### src/rtl/ntt_pkg.sv
// Shared constants and helpers for the NTT modular-multiply datapath.
package ntt_pkg;

  localparam int MUL_STAGE_CNT = 4;

  typedef enum logic {
    MUL_MONT  = 1'b0,
    MUL_PLAIN = 1'b1
  } mul_mode_e;

  // R mod Q with R = 2^w
  function automatic longint f_r_mod_q(longint q, int w);
    return (longint'(1) << w) % q;
  endfunction

  // R^2 mod Q, the factor that turns a Montgomery product back into a*b
  function automatic longint f_r2_mod_q(longint q, int w);
    longint r;
    r = f_r_mod_q(q, w);
    return (r * r) % q;
  endfunction

  // -Q^-1 mod R by Newton iteration; inv = q is already exact mod 8 for odd q
  function automatic longint f_qinv(longint q, int w);
    longint mask;
    longint inv;
    mask = (longint'(1) << w) - 1;
    inv  = q;
    for (int i = 0; i < 6; i++) inv = (inv * (2 - q * inv)) & mask;
    return (-inv) & mask;
  endfunction

  // Defaults for the Kyber field
  localparam int     DEF_Q    = 3329;
  localparam int     DEF_DW   = 12;
  localparam longint R_MOD_Q  = f_r_mod_q(DEF_Q, DEF_DW);
  localparam longint R2_MOD_Q = f_r2_mod_q(DEF_Q, DEF_DW);
  localparam longint QINV     = f_qinv(DEF_Q, DEF_DW);

endpackage

### src/rtl/mod_mul_pipe_if.sv
// Handshake bundle between a requester and the modular multiplier.
interface mod_mul_pipe_if #(
  parameter int LANES      = 2,
  parameter int DATA_WIDTH = 12,
  parameter int TAG_WIDTH  = 4
);
  logic                        in_valid;
  logic                        in_ready;
  logic                        in_mode;
  logic [LANES*DATA_WIDTH-1:0] in_a;
  logic [LANES*DATA_WIDTH-1:0] in_b;
  logic [TAG_WIDTH-1:0]        in_tag;
  logic                        out_valid;
  logic                        out_ready;
  logic [LANES*DATA_WIDTH-1:0] out_result;
  logic [TAG_WIDTH-1:0]        out_tag;
  logic                        range_err;

  modport master (
    output in_valid, in_mode, in_a, in_b, in_tag, out_ready,
    input  in_ready, out_valid, out_result, out_tag, range_err
  );

  modport slave (
    input  in_valid, in_mode, in_a, in_b, in_tag, out_ready,
    output in_ready, out_valid, out_result, out_tag, range_err
  );
endinterface

### src/rtl/mont_redc.sv
// Two-stage Montgomery reduction: y = x * R^-1 mod Q, canonical.
// Stage A latches x and m = (x mod R) * QINV mod R; stage B adds m*Q,
// shifts by W and does the single conditional subtract.
module mont_redc #(
  parameter int W    = 12,
  parameter int Q    = 3329,
  parameter int QINV = 3327
) (
  input  logic           clk,
  input  logic           rst,
  input  logic           en,
  input  logic [2*W-1:0] x,
  output logic [W-1:0]   y
);
  localparam logic [2*W-1:0] QINV_X = (2*W)'(QINV);
  localparam logic [2*W:0]   Q_S    = (2*W+1)'(Q);
  localparam logic [W:0]     Q_U    = (W+1)'(Q);

  logic [2*W-1:0] m_full;
  logic [W-1:0]   m_d, m_q;
  logic [2*W-1:0] x_q;
  logic [2*W:0]   sum;
  logic [W:0]     u, u_sub;

  assign m_full = (2*W)'(x[W-1:0]) * QINV_X;
  assign m_d    = W'(m_full);

  // stage A: hold x and its Montgomery quotient
  always_ff @(posedge clk) begin
    if (rst) begin
      x_q <= '0;
      m_q <= '0;
    end else if (en) begin
      x_q <= x;
      m_q <= m_d;
    end
  end

  // full-width sum so the carry into bit 2W survives the shift
  assign sum   = (2*W+1)'(x_q) + (2*W+1)'(m_q) * Q_S;
  assign u     = (W+1)'(sum >> W);
  assign u_sub = u - Q_U;

  // stage B: u < 2Q, one subtract makes it canonical
  always_ff @(posedge clk) begin
    if (rst)     y <= '0;
    else if (en) y <= (u >= Q_U) ? W'(u_sub) : W'(u);
  end
endmodule

### src/rtl/mod_mul_pipe.sv
// Multi-lane modular multiplier, 4-stage pipeline with valid/ready.
// Pair 1 reduces a*b to a*b*R^-1; pair 2 multiplies by R mod Q (MONT)
// or R^2 mod Q (PLAIN) and reduces again, so both modes share latency.
module mod_mul_pipe
  import ntt_pkg::*;
#(
  parameter int LANES      = 2,
  parameter int DATA_WIDTH = 12,
  parameter int Q          = DEF_Q,
  parameter int TAG_WIDTH  = 4
) (
  input  logic           clk,
  input  logic           rst,
  mod_mul_pipe_if.slave  bus
);
  localparam int          STAGES = MUL_STAGE_CNT;
  localparam int          W      = DATA_WIDTH;
  localparam int          K_QINV = int'(f_qinv(Q, W));
  localparam logic [W-1:0] K_R   = W'(f_r_mod_q(Q, W));
  localparam logic [W-1:0] K_R2  = W'(f_r2_mod_q(Q, W));
  localparam logic [W-1:0] Q_W   = W'(Q);

  logic                              advance;
  logic [LANES-1:0][W-1:0]           a_l, b_l, t1, t2;
  logic [LANES-1:0]                  oor;
  logic [STAGES:1]                   vld_q;
  logic [STAGES:0]                   vld_pipe;
  logic [STAGES:1][TAG_WIDTH-1:0]    tag_q;
  mul_mode_e                         mode_q1, mode_q2;
  logic                              range_err_q;

  assign a_l      = bus.in_a;
  assign b_l      = bus.in_b;
  assign vld_pipe = {vld_q, bus.in_valid};

  // whole pipe moves together; only a blocked output beat stalls it
  assign advance      = !vld_pipe[STAGES] || bus.out_ready;
  assign bus.in_ready = advance;

  // valid bits, tag and mode ride alongside the lane data
  always_ff @(posedge clk) begin
    if (rst) begin
      vld_q   <= '0;
      tag_q   <= '0;
      mode_q1 <= MUL_MONT;
      mode_q2 <= MUL_MONT;
    end else if (advance) begin
      vld_q   <= vld_pipe[STAGES-1:0];
      tag_q   <= {tag_q[STAGES-1:1], bus.in_tag};
      mode_q1 <= mul_mode_e'(bus.in_mode);
      mode_q2 <= mode_q1;
    end
  end

  // sticky flag for any accepted operand outside [0, Q-1]
  always_ff @(posedge clk) begin
    if (rst)                                      range_err_q <= 1'b0;
    else if (bus.in_valid && advance && (|oor))   range_err_q <= 1'b1;
  end

  for (genvar l = 0; l < LANES; l++) begin : g_lane
    logic [2*W-1:0] p, q;
    logic [W-1:0]   c;

    assign oor[l] = (a_l[l] >= Q_W) || (b_l[l] >= Q_W);
    assign p      = (2*W)'(a_l[l]) * (2*W)'(b_l[l]);
    // mode_q2 is aligned with t1, which leaves the first reducer at stage 2
    assign c      = (mode_q2 == MUL_PLAIN) ? K_R2 : K_R;
    assign q      = (2*W)'(t1[l]) * (2*W)'(c);

    mont_redc #(.W(W), .Q(Q), .QINV(K_QINV)) u_redc1 (
      .clk (clk), .rst (rst), .en (advance), .x (p), .y (t1[l])
    );

    mont_redc #(.W(W), .Q(Q), .QINV(K_QINV)) u_redc2 (
      .clk (clk), .rst (rst), .en (advance), .x (q), .y (t2[l])
    );
  end

  assign bus.out_valid  = vld_pipe[STAGES];
  assign bus.out_result = t2;
  assign bus.out_tag    = tag_q[STAGES];
  assign bus.range_err  = range_err_q;
endmodule
### src/flat_wrapper.sv
// flat-port wrapper written by rule: the top's interface ports become plain ports
module mod_mul_pipe_flat import ntt_pkg::*;
#(
  parameter int LANES      = 2,
  parameter int DATA_WIDTH = 12,
  parameter int Q          = DEF_Q,
  parameter int TAG_WIDTH  = 4
)
  (clk, rst, bus_in_valid, bus_in_mode, bus_in_a, bus_in_b, bus_in_tag, bus_out_ready, bus_in_ready, bus_out_valid, bus_out_result, bus_out_tag, bus_range_err);
  mod_mul_pipe_if #(.LANES(LANES), .DATA_WIDTH(DATA_WIDTH), .TAG_WIDTH(TAG_WIDTH)) bus_i ();
  input  logic clk;
  input  logic rst;
  input wire logic [$bits(bus_i.in_valid)-1:0] bus_in_valid;
  input wire logic [$bits(bus_i.in_mode)-1:0] bus_in_mode;
  input wire logic [$bits(bus_i.in_a)-1:0] bus_in_a;
  input wire logic [$bits(bus_i.in_b)-1:0] bus_in_b;
  input wire logic [$bits(bus_i.in_tag)-1:0] bus_in_tag;
  input wire logic [$bits(bus_i.out_ready)-1:0] bus_out_ready;
  output wire logic [$bits(bus_i.in_ready)-1:0] bus_in_ready;
  output wire logic [$bits(bus_i.out_valid)-1:0] bus_out_valid;
  output wire logic [$bits(bus_i.out_result)-1:0] bus_out_result;
  output wire logic [$bits(bus_i.out_tag)-1:0] bus_out_tag;
  output wire logic [$bits(bus_i.range_err)-1:0] bus_range_err;
  assign bus_i.in_valid = bus_in_valid;
  assign bus_i.in_mode = bus_in_mode;
  assign bus_i.in_a = bus_in_a;
  assign bus_i.in_b = bus_in_b;
  assign bus_i.in_tag = bus_in_tag;
  assign bus_i.out_ready = bus_out_ready;
  assign bus_in_ready = bus_i.in_ready;
  assign bus_out_valid = bus_i.out_valid;
  assign bus_out_result = bus_i.out_result;
  assign bus_out_tag = bus_i.out_tag;
  assign bus_range_err = bus_i.range_err;
  mod_mul_pipe #(.LANES(LANES), .DATA_WIDTH(DATA_WIDTH), .Q(Q), .TAG_WIDTH(TAG_WIDTH)) u_core (.clk(clk), .rst(rst), .bus(bus_i));
endmodule
### config.mk
export PLATFORM = sky130hd
export DESIGN_NAME = mod_mul_pipe_flat
export DESIGN_NICKNAME = d
export VERILOG_FILES = /design/src/rtl/ntt_pkg.sv /design/src/rtl/mod_mul_pipe_if.sv /design/src/rtl/mont_redc.sv /design/src/rtl/mod_mul_pipe.sv /design/src/flat_wrapper.sv
export SDC_FILE = /design/constraint.sdc
export NUM_CORES = 2
export LEC_CHECK = 0
export BUFFER_PORTS_ARGS = -buffer_cell sky130_fd_sc_hd__buf_2
export CAP_MARGIN = 40
export CORE_MARGIN = 1
export CORE_UTILIZATION = 53
export DETAILED_ROUTE_END_ITERATION = 8
export PLACE_DENSITY = 0.71
export SYNTH_ARGS = -nofsm -noshare
export SYNTH_HDL_FRONTEND = slang
export SYNTH_SLANG_ARGS = --single-unit
### constraint.sdc
create_clock -name clk -period 11.2 [get_ports clk]
set_clock_uncertainty 0.15 [all_clocks]
set_input_delay 1.12 -clock clk [delete_from_list [all_inputs] [get_ports clk]]
set_output_delay 1.12 -clock clk [all_outputs]
set_load 0.005 [all_outputs]
# Yosys cells after proc, flatten, opt, wreduce, memory -nomap -nowiden
# Index checks and enable logic that the tools add are counted.
[totals]
ff_bits = 215
inputBits = 57
wordCells = 60
out_inout_bits = 31
[op_classes]
mul = 12
muxes = 5
add_sub_neg = 8
magnitude_cmp = 8
n_reduce_logical = 7
[op_table]
columns = ["cell", "n"]
rows = [
  ["$add A24 B24 Y25", 4],
  ["$mul A12 B12 Y24", 4],
  ["$mul A12 B12 Y24 const B", 4],
  ["$mux W12", 5],
  ["$ge A13 B12 Y1 const B", 4],
  ["$ge A12 B12 Y1 const B", 4],
  ["$mul A12 B11 Y12 const B", 4],
  ["$sub A12 B12 Y12 const B", 4],
  ["$logic_or A1 B1 Y1", 3],
  ["$logic_and A1 B1 Y1", 2],
  ["$reduce_or A2 Y1", 1],
  ["$logic_not A1 Y1", 1],
]

# Logic depth before layout (Yosys ltp)
[logic_depth]
depth_word = 4
depth_mapped = 36

# Hierarchy
# A second synthesis with hierarchy kept.
[hier_totals]
cells_unflattened = 4609
hier_area_um2 = 42040.3
[by_module_without_submodules]
columns = ["mod", "seq_area_each_um2", "area_each_um2", "cells_each", "instances"]
rows = [
  ["mod_mul_pipe", 460.4, 17589.4, 2017, 1],
  ["mont_redc at u_core.g_lane[1].u_redc1", 940.9, 6219.7, 660, 1],
  ["mont_redc at u_core.g_lane[0].u_redc2", 940.9, 6212.2, 663, 1],
  ["mont_redc at u_core.g_lane[0].u_redc1", 940.9, 6122.1, 656, 1],
  ["mont_redc at u_core.g_lane[1].u_redc2", 940.9, 5896.9, 613, 1],
]

# Worst setup path after synthesis
# No wires, ideal clock.
[synth_timing]
kind = "input-to-reg"
from = "in bus_in_a[19]"
to = "reg u_core.g_lane[1].u_redc1.m_q[11]"
t_required_ns = 10.980
stages = 27
n_path_buf = 1
setup_slack_ns = 3.118
setup_time_ns = 0.070
arrival_ns = 7.861
path_cell_list = "clkbuf_1 -> and2_1 -> fa_1 -> inv_1 -> fa_1 -> inv_1 -> fa_1 -> fa_1 -> inv_1 -> fa_1 -> inv_1 -> ha_1 -> xnor2_1 -> fa_1 -> fa_1 -> fa_1 -> inv_1 -> fa_1 -> xnor2_1 -> xnor2_1 -> xnor2_1 -> xnor2_1 -> xnor2_1 -> xnor2_1 -> xnor2_1 -> nand2_1 -> a21oi_1"
[synth_via]
elab_chain_cells = 2
[synth_rtl]
columns = ["element", "line", "source"]
rows = [
  ["from (decl)", "flat_wrapper.sv:15", "input wire logic [$bits(bus_i.in_a)-1:0] bus_in_a;"],
  ["$mul A12 B12 Y24", "mod_mul_pipe.sv:66", "assign p = (2*W)'(a_l[l]) * (2*W)'(b_l[l]);"],
  ["net u_core.g_lane[1].p[10]", "mod_mul_pipe.sv:62", "logic [2*W-1:0] p, q;"],
  ["$mul A12 B11 Y12", "mont_redc.sv:25", "assign m_full = (2*W)'(x[W-1:0]) * QINV_X;"],
  ["to (signal assigned)", "mont_redc.sv:35", "m_q <= m_d;"],
  ["to (decl)", "mont_redc.sv:20", "logic [W-1:0] m_d, m_q;"],
]
# The timed path passes the listed nets, and every way through them passes these cells.
# A chain may end at the register's enable or synchronous reset.

# Worst setup path in the final report
[layout_timing]
from = "reg u_core.g_lane[0].u_redc1.y[0]"
to = "reg u_core.g_lane[0].u_redc2.m_q[11]"
[layout_via]
elab_chain_cells = 2
[layout_rtl]
columns = ["element", "line", "source"]
rows = [
  ["from (decl)", "mont_redc.sv:13", "output logic [W-1:0] y"],
  ["from (signal assigned)", "mont_redc.sv:47", "else if (en) y <= (u >= Q_U) ? W'(u_sub) : W'(u);"],
  ["$mul A12 B12 Y24", "mod_mul_pipe.sv:69", "assign q = (2*W)'(t1[l]) * (2*W)'(c);"],
  ["net u_core.g_lane[0].q[1]", "mod_mul_pipe.sv:62", ""],
  ["$mul A12 B11 Y12", "mont_redc.sv:25", ""],
  ["to (signal assigned)", "mont_redc.sv:35", ""],
  ["to (decl)", "mont_redc.sv:20", ""],
]
# The timed path passes the listed nets, and every way through them passes these cells.

==> flow_metrics.env <==
export IMPL_run_status="completed"
export IMPL_min_period_ps=8630
export IMPL_hold_viol=0
export IMPL_port_buffers=87
export IMPL_synth_area_top_cells="fa_1 (27%), ha_1 (23%), inv_1 (11%), dfxtp_1 (10%), nand2_1 (5.4%)"
export IMPL_synth_seq_cells=211
export IMPL_grt_overflow=0
export IMPL_r2r_end="u_core.g_lane[0].u_redc2.m_q[11]"
export IMPL_hold_buffers=0
export IMPL_dp_cells=5854
export IMPL_slew_limit_headroom=0.358
export IMPL_ys_flop_type="dfxtp_1"
export IMPL_critPathSlowestCell="dfxtp_1"
export IMPL_firstDrtPassIters=5
export IMPL_cts_tree="built"
export IMPL_synth_distinct_cells=92
export IMPL_fin_nets=6239
export IMPL_critical_path_most_common_cell="xnor2_1"
export IMPL_cts_num_sinks=211
export IMPL_grt_max_degree=169
export IMPL_worstSetupPathType="register to register"
export IMPL_synth_edf_count=0
export IMPL_ctsResizeCount=0
export IMPL_clk_latency_ps=590
export IMPL_final_common_cell="inv_1"
export IMPL_fin_ws_ps=2570
export IMPL_setup_viol=0
export IMPL_coreArea_mm2=0.0773
export IMPL_synth_top_area_frac=0.274
export IMPL_htree_levels=1
export IMPL_ctsLongestPathBuffers=3
export IMPL_finalCritPeriodShare=0.770
export IMPL_worstSetupEndpointType="register"
export IMPL_clock_fmax_mhz=116
export IMPL_via_per_inst=5.04
export IMPL_drt_wl_total_um=81700
export IMPL_dr_total_vias=29770
export IMPL_std_cell_rows=102
export IMPL_syn_to_final_growth_pct=5.55
export IMPL_grt_util_all_layers=0.215
export IMPL_r2r_start="u_core.g_lane[0].u_redc1.y[0]"
export IMPL_cp_slowest_stage_delay_ps=670
export IMPL_synth_largest_area_cell="fa_1"
export IMPL_min_from="u_core.g_lane[1].u_redc2.y[8]"
export IMPL_cp_arrival_ps=8980
export IMPL_worstSetupStartpointType="register"
export IMPL_io_pins=88
export IMPL_synth_area_mm2=0.0414
export IMPL_post_place_ws_ps=2610
export IMPL_grt_pass1_vias=30208
export IMPL_drive_gt1_frac=0.0423
export IMPL_synthCells=4857
export IMPL_maxCapViolations=0
export IMPL_worstRegToRegCells=33
export IMPL_n_antenna_cell=0
export IMPL_ys_warnings_count=0
export IMPL_start_util=0.535
export IMPL_worstHoldPathType="register to register"
export IMPL_rsz0062_at_grt="no"
export IMPL_cts_buffers=30
export IMPL_finalMaxSlewViolations=0
export IMPL_fp_dieArea_mm2=0.0792
export IMPL_dieHeight_um=281
export IMPL_ys_async_sr_fraction=0
export IMPL_hold_path_depth=2
export IMPL_antenna_found_initial=0
export IMPL_crit_fanout=12
export IMPL_die_width_um=281
export IMPL_clk_pin_slew_worst_paths_ps=60
export IMPL_fin_setup_tns_ps=0
export IMPL_final_cell_mix="inv_1 (1192), ha_1 (769), nand2_1 (597)"
export IMPL_drcViolationCount=0
export IMPL_synth_area_per_cell_um2=8.52
export IMPL_place_gp_congestion=0.883
export IMPL_final_cells=5909
export IMPL_ys_seq_area_frac=0.102
export IMPL_dr_first_iter_drc_count=1132
export IMPL_hold_end="u_core.g_lane[1].u_redc2.y[8]"
export IMPL_rrSetupSlack_ps=2570
export IMPL_wire_per_inst_um=13.8
export IMPL_grt_pass1_wl_um=142000
export IMPL_postCtsSetupBuffers=0
export IMPL_cts_root_buf="clkbuf_16"
export IMPL_place_hpwl_um=68300
export IMPL_worstMarginPinSlew_ps=962
export IMPL_required_ps=11550
export IMPL_final_antenna_net_count=0
kinds of logic after synthesis:
family	share of synthesized area
xor gates and xnor gates	0.0484
DFF	0.102
buffers and inverters	0.123
AOI/OAI and AO/OA	0.0930
other	0.000181
adders and majority gates	0.507
and+or+nand+nor	0.124
muxes	0.00254
final cells by class:
class / instances / area, um^2
Clock buffer: 35 / 801
Clock inverter: 20 / 213
Fill cell: 7136 / 33700
Inverter: 1193 / 4490
Multi-Input combinational cell: 3315 / 32100
Sequential cell: 211 / 4230
Tap cell: 1040 / 1300
Timing Repair Buffer: 95 / 514
critical path: cells and delay by family (launching register included):
kind / cells / cell delay, ps
compound gates: 5 / 860
xor+xnor: 9 / 1500
flops: 1 / 670
simple gates: 3 / 750
fa+ha+maj: 10 / 4130
buf+inv: 6 / 480
layer usage:
layer,wire length [um],vias to the layer above,GRT usage
met2,38800,398,0.373
met3,2770,87,0.0187
li1,-,15101,-
met4,1400,0,0.0387
met1,38700,14184,0.295
met5,0,-,0
registers in the layout, indices dropped and copies added (netlist names):
signal / count
u_core.g_lane.u_redc1.y: 24
u_core.bus.out_tag: 4
u_core.g_lane.u_redc1.x_q: 46
u_core.mode_q2: 1
u_core.g_lane.u_redc1.m_q: 24
u_core.vld_q: 4
u_core.mode_q1: 1
u_core.g_lane.u_redc2.m_q: 24
u_core.tag_q: 12
u_core.g_lane.u_redc2.x_q: 46
u_core.g_lane.u_redc2.y: 24
u_core.bus.range_err: 1
metrics by stage:
step           utilization  area, um^2  hold WS (ps)
2_1_floorplan            -       41500           275
3_3_place_gp         0.552       42700           284
3_5_place_dp         0.552       42700           292
4_1_cts              0.565       43700           300
5_1_grt              0.565       43700           316
6_report             0.565       43700           295
Yosys cell counts, drive strengths merged (15+ instances only):
master	n
o21bai	21
nand3	36
nor2b	33
inv	1192
nand2	597
dfxtp	211
a21o	51
nand2b	39
xor2	58
o211ai	15
buf	22
nor2	171
xnor2	170
and3	26
and2	105
nor3	35
a31oi	18
o21ai	80
a21oi	239
or2	23
ha	769
fa	567
clkbuf	136
a211oi	51
worst max path at each step:
stage | end | slack [ps] | cells after the start | from
4_1_cts | u_core.g_lane[0].u_redc2.m_q[11] | 2550 | 33 | u_core.g_lane[0].u_redc1.y[0]
6_report | u_core.g_lane[0].u_redc2.m_q[11] | 2570 | 33 | u_core.g_lane[0].u_redc1.y[0]
5_1_grt | u_core.g_lane[0].u_redc2.m_q[11] | 2000 | 33 | u_core.mode_q2
2_1_floorplan | u_core.g_lane[1].u_redc1.m_q[11] | 3120 | 27 | bus_in_a[19]
3_5_place_dp | u_core.g_lane[0].u_redc2.m_q[11] | 2610 | 33 | u_core.g_lane[0].u_redc1.y[0]
3_3_place_gp | u_core.g_lane[0].u_redc2.m_q[11] | 2830 | 33 | u_core.mode_q2
Power is left out: the tool's default activity adds up to more than one toggle a clock period on the data nets, which glitch-free logic cannot reach.
